[src/rtl/ripple_count_ctrl.sv]
// Measurement sequencer for a 4-bit asynchronous ripple counter: clear, gate, settle, double-sample, report.
// Optional abort input is enabled by defining RIPPLE_CTRL_ABORT_EN.
module ripple_count_ctrl #(
  parameter int WIDTH     = 4,
  parameter int WIN_W     = 8,
  parameter int SETTLE    = 3,
  parameter int MAX_RETRY = 3
) (
  input  logic             clk,
  input  logic             reset,
  input  logic             start,
  input  logic [WIN_W-1:0] window_len,
  output logic             busy,
  output logic             ctr_clr,
  output logic             gate_en,
  input  logic [WIDTH-1:0] ctr_count,
  output logic             res_valid,
  input  logic             res_ready,
  output logic [WIDTH-1:0] res_count,
  output logic             res_ovf,
  output logic             res_err,
`ifdef RIPPLE_CTRL_ABORT_EN
  input  logic             abort,
`endif
  output logic [2:0]       fsm_state
);

  localparam int SW = (SETTLE < 1) ? 1 : $clog2(SETTLE + 1);
  localparam int RW = (MAX_RETRY < 1) ? 1 : $clog2(MAX_RETRY + 1);

  typedef enum logic [2:0] {
    ST_IDLE, ST_CLEAR, ST_GATE, ST_SETTLE, ST_SAMP_A, ST_SAMP_B, ST_DONE
  } state_t;

  state_t           state;
  logic [WIN_W-1:0] win_len;
  logic [WIN_W-1:0] win_cnt;
  logic [SW-1:0]    set_cnt;
  logic [RW-1:0]    retry;
  logic             clr_cnt;
  logic [WIDTH-1:0] samp_a;
  logic             ovf;
  logic             msb_s1, msb_s2, msb_s3;

  assign fsm_state = state;

  // Result handshake: res_valid rises on entry to DONE and holds with a stable
  // payload until a cycle where res_valid & res_ready; it drops on the next cycle.
  always_ff @(posedge clk or posedge reset) begin
    if (reset) begin
      state     <= ST_IDLE;
      busy      <= 1'b0;
      ctr_clr   <= 1'b1;
      gate_en   <= 1'b0;
      res_valid <= 1'b0;
      res_count <= '0;
      res_ovf   <= 1'b0;
      res_err   <= 1'b0;
      win_len   <= '0;
      win_cnt   <= '0;
      set_cnt   <= '0;
      retry     <= '0;
      clr_cnt   <= 1'b0;
      samp_a    <= '0;
      ovf       <= 1'b0;
      msb_s1    <= 1'b0;
      msb_s2    <= 1'b0;
      msb_s3    <= 1'b0;
    end else begin
      // The chain is flushed while the counter is held clear so the MSB drop
      // caused by clearing a previous count is not mistaken for a wrap.
      if (state == ST_CLEAR) begin
        msb_s1 <= 1'b0;
        msb_s2 <= 1'b0;
        msb_s3 <= 1'b0;
      end else begin
        msb_s1 <= ctr_count[WIDTH-1];
        msb_s2 <= msb_s1;
        msb_s3 <= msb_s2;
      end
      if ((state == ST_GATE || state == ST_SETTLE) && msb_s3 && !msb_s2)
        ovf <= 1'b1;

      case (state)
        ST_IDLE: begin
          ctr_clr <= 1'b0;
          if (start) begin
            win_len <= window_len;
            clr_cnt <= 1'b0;
            ctr_clr <= 1'b1;
            busy    <= 1'b1;
            state   <= ST_CLEAR;
          end
        end
        ST_CLEAR: begin
          ovf   <= 1'b0;
          retry <= '0;
          if (!clr_cnt) begin
            clr_cnt <= 1'b1;
          end else begin
            ctr_clr <= 1'b0;
            win_cnt <= win_len;
            set_cnt <= SW'(SETTLE);
            if (win_len == '0) begin
              state <= ST_SETTLE;
            end else begin
              gate_en <= 1'b1;
              state   <= ST_GATE;
            end
          end
        end
        ST_GATE: begin
          if (win_cnt <= WIN_W'(1)) begin
            gate_en <= 1'b0;
            state   <= ST_SETTLE;
          end else begin
            win_cnt <= win_cnt - WIN_W'(1);
          end
        end
        ST_SETTLE: begin
          if (set_cnt <= SW'(1)) state <= ST_SAMP_A;
          else                   set_cnt <= set_cnt - SW'(1);
        end
        ST_SAMP_A: begin
          samp_a <= ctr_count;
          state  <= ST_SAMP_B;
        end
        ST_SAMP_B: begin
          if (samp_a == ctr_count) begin
            res_count <= ctr_count;
            res_ovf   <= ovf;
            res_err   <= 1'b0;
            res_valid <= 1'b1;
            state     <= ST_DONE;
          end else if (retry < RW'(MAX_RETRY)) begin
            retry <= retry + RW'(1);
            state <= ST_SAMP_A;
          end else begin
            res_count <= ctr_count;
            res_ovf   <= ovf;
            res_err   <= 1'b1;
            res_valid <= 1'b1;
            state     <= ST_DONE;
          end
        end
        ST_DONE: begin
          if (res_ready) begin
            res_valid <= 1'b0;
            busy      <= 1'b0;
            state     <= ST_IDLE;
          end
        end
        default: begin
          state <= ST_IDLE;
          busy  <= 1'b0;
        end
      endcase

`ifdef RIPPLE_CTRL_ABORT_EN
      // Abort wins over whatever the active measurement state decided this cycle.
      if (abort && state != ST_IDLE && state != ST_DONE) begin
        gate_en   <= 1'b0;
        ctr_clr   <= 1'b0;
        res_count <= '0;
        res_ovf   <= 1'b0;
        res_err   <= 1'b1;
        res_valid <= 1'b1;
        state     <= ST_DONE;
      end
`endif
    end
  end

endmodule

[config.mk]
export PLATFORM = sky130hd
export DESIGN_NAME = ripple_count_ctrl
export DESIGN_NICKNAME = d
export VERILOG_FILES = /design/src/rtl/ripple_count_ctrl.sv
export SDC_FILE = /design/constraint.sdc
export NUM_CORES = 1
export LEC_CHECK = 0
export ABC_AREA = 0
export CAP_MARGIN = 20
export CORE_ASPECT_RATIO = 1.2
export CORE_MARGIN = 2
export CORE_UTILIZATION = 54
export DETAILED_ROUTE_END_ITERATION = 8
export PLACE_DENSITY = 0.91
export SLEW_MARGIN = 5
export SYNTH_ARGS = -nofsm -noshare
export SYNTH_HDL_FRONTEND = slang
export SYNTH_SLANG_ARGS = --single-unit
[constraint.sdc]
create_clock -name clk -period 2.6 [get_ports clk]
set_input_delay 0.52 -clock clk [delete_from_list [all_inputs] [get_ports clk]]
set_output_delay 0.52 -clock clk [all_outputs]
set_load 0.02 [all_outputs]
==> results_dict.tcl <==
set metrics [dict create \
    outcome "finished, final reports clean" \
    slowest_stage "dfrtp_1" \
    clock-sinks 42 \
    p_total_w 0.00314 \
    whs_ns 0.488 \
    wl_met3_microns 204 \
    numCtsBuffers 5 \
    cts_tree "yes" \
    clock_latency_ns 0.30 \
    fin_crit_sh_pct 88.3 \
    met1Wirelength_microns 1850 \
    crit_type "flop to output pin" \
    final_common_cell "dfrtp_1" \
    dieHeight_microns 72.7 \
    hold_class "flop to flop" \
    p_leak_nw 1.08 \
    cp_max_fo 22 \
    synth.avg_cell_area_sq_um 10.7 \
    slew_headroom_pct 58.4 \
    track_usage_pct 23.1 \
    drtIter0Drc 85 \
    ys_types 45 \
    fin_util_pct 69.5 \
    cts_setup_buffers 0 \
    ys_ff_latch 42 \
    grt_pass1_vias 1628 \
    hold_violations 0 \
    drv_cap 0 \
    synthFlopType "dfrtp_1" \
    yosysSeqAreaShare_pct 49.5 \
    fmax_mhz 435 \
    path_cells "clkdlybuf4s50_1" \
    syn-cell-area_sq_um 2120 \
    path_delay_family "flip-flops" \
    clockRootBuffer "clkbuf_8" \
    drive_above_1_share_pct 17.4 \
    grt_overflow 0 \
    initial_core_util_pct 57.5 \
    place_congestion 0.911 \
    n_antenna_cell 0 \
    clkTransAtPathRegs_ns 0.08 \
    antenna_found_initial 0 \
    async_flop_share_pct 100 \
    ios 29 \
    cts_hold_buf 0 \
    post_drt_via_cell_ratio 5.87 \
    start_kind "flop" \
    post-route-drc-count 0 \
    rsz0062_at_grt "no" \
    timing.final.ws_setup_ns 0.304 \
    cp.arrival_ns 1.78 \
    drt-pass1-iter-count 4 \
    dpl.hpwl_microns 3140 \
    wl_microns 4380 \
    core.rowCount 24 \
    clockBufferDepth 2 \
    ant_nets 0 \
    die-area_sq_um 4450 \
    cp_slowest_stage_delay_ns 0.75 \
    finalSetupViolCount 0 \
    grt_pass1_wl_microns 7580 \
    final_max_slew_viol_count 0 \
    pre_cts_ws_ns 0.273 \
    netlist_instances 198 \
    worst_setup_path_end_kind "output pin" \
    cp_num_buf_inv 1 \
    die_x_microns 61.3 \
    cp.required_ns 2.08 \
    route.met2.wl_microns 2290 \
    synth_nets 218 \
    peakVddDrop_uv 624 \
    min_period_ns 2.30 \
    clock_skew_ns 0.00571 \
    synth_edf_count 0 \
    area_growth_pct 20.9 \
    timing.setup.tns_ns 0 \
    portBuffers 28 \
    final_cell_mix "dfrtp_1 (41), clkdlybuf4s50_1 (28), mux2_2 (19), a21oi_1 (12), o21ai_0 (12)" \
    h-tree-depth 2 \
    cts_resized 0 \
    top_layer "met4" \
    synth_warnings 0 \
    core_area_sq_um 3690 \
    wl_per_cell_microns 15.5 \
    p_per_area_nw_per_um2 1220 \
    worst_pin_slew_ns 0.624 \
    grt_max_degree 43 \
    vias 1655 \
    layout.nets 249 \
]
-- kinds of logic (layout without fill, tap and decap cells) --
| kind of cell | count (synthesis) | count (layout) | synth area share, % |
|---|---|---|---|
| multiplexers | 21 | 21 | 11.2 |
| adder cells (fa/ha/maj) | 4 | 4 | 2.36 |
| XOR/XNOR | 4 | 4 | 1.65 |
| flip-flops | 42 | 42 | 49.5 |
| AND/OR/NAND/NOR | 56 | 56 | 15.0 |
| AO/OA/AOI/OAI | 52 | 52 | 16.8 |
| buffers and inverters | 19 | 51 | 3.36 |
-- synthesized netlist by cell type, types with 2 or more instances --
cell type  count  area share [%]
dfrtp_1       41              48
mux2_2        19              10
a21oi_1       12             2.8
o21ai_0       12             2.8
inv_1         10             1.8
nor2_1        10             1.8
clkbuf_1       9             1.6
nand2_1        9             1.6
nand3_1        7             1.6
nor4_1         6             1.8
nand2b_1       5             1.5
nor2b_1        5             1.5
ha_1           4             2.4
nor3b_1        4             1.4
o211ai_1       4             1.4
xnor2_1        4             1.6
o22ai_1        3            0.88
a21o_1         2            0.71
a22o_1         2            0.82
a22oi_1        2            0.71
a2bb2oi_1      2            0.82
a31oi_1        2            0.59
o31ai_1        2            0.71
-- sequential cells by signal (all words and copies together) (netlist names), 2 cells and up --
| signal | cells |
|---|---|
| res_count | 4 |
| fsm_state | 3 |
| win_len | 8 |
| set_cnt | 2 |
| samp_a | 4 |
| win_cnt | 8 |
| retry | 2 |
-- per-layer routing --
| metal | vias up | GRT usage, % |
|---|---|---|
| met5 | - | 0 |
| met4 | 0 | 8.70 |
| met3 | 4 | 6.21 |
| met2 | 47 | 35.6 |
| met1 | 817 | 31.0 |
| li1 | 787 | - |
-- power breakdown --
group	total (W)	leakage [nW]	internal, W	switching (W)
Combinational	0.00139	0.527	0.000696	0.000694
Sequential	0.00130	0.506	0.000951	0.000353
Clock	0.000445	0.0489	0.000219	0.000226
-- cell type report --
type / instances / area (sq um)
Sequential cell: 42 / 1050
Clock inverter: 1 / 8.76
Tap cell: 52 / 65.1
Timing Repair Buffer: 33 / 318
Multi-Input combinational cell: 137 / 1000
Inverter: 10 / 37.5
Fill cell: 279 / 1120
Clock buffer: 7 / 86.3
-- per-stage QoR --
step           instance area, sq um  cells
2_1_floorplan                  2120    198
3_3_place_gp                   2470    274
3_5_place_dp                   2470    274
4_1_cts                        2570    282
5_1_grt                        2570    282
6_report                       2570    282
-- path summary, 6_finish.rpt --
path	from	endpoint	slack [ns]	cells after the start
worst min register to register	busy$_DFFE_PP0P_	busy$_DFFE_PP0P_	0.49	1
worst max register to register	fsm_state[0]$_DFFE_PP0P_	win_cnt[1]$_DFFE_PP0P_	0.56	4
min in group asynchronous	reset	retry[1]$_DFFE_PP0P_	0.65	3
worst min-delay path	busy$_DFFE_PP0P_	busy$_DFFE_PP0P_	0.49	1
worst max-delay path	fsm_state[2]$_DFFE_PP0P_	fsm_state[2]	0.30	1
max in group asynchronous	reset	ctr_clr$_DFFE_PP1P_	1.57	3
Power figures use the tool's default switching activity.
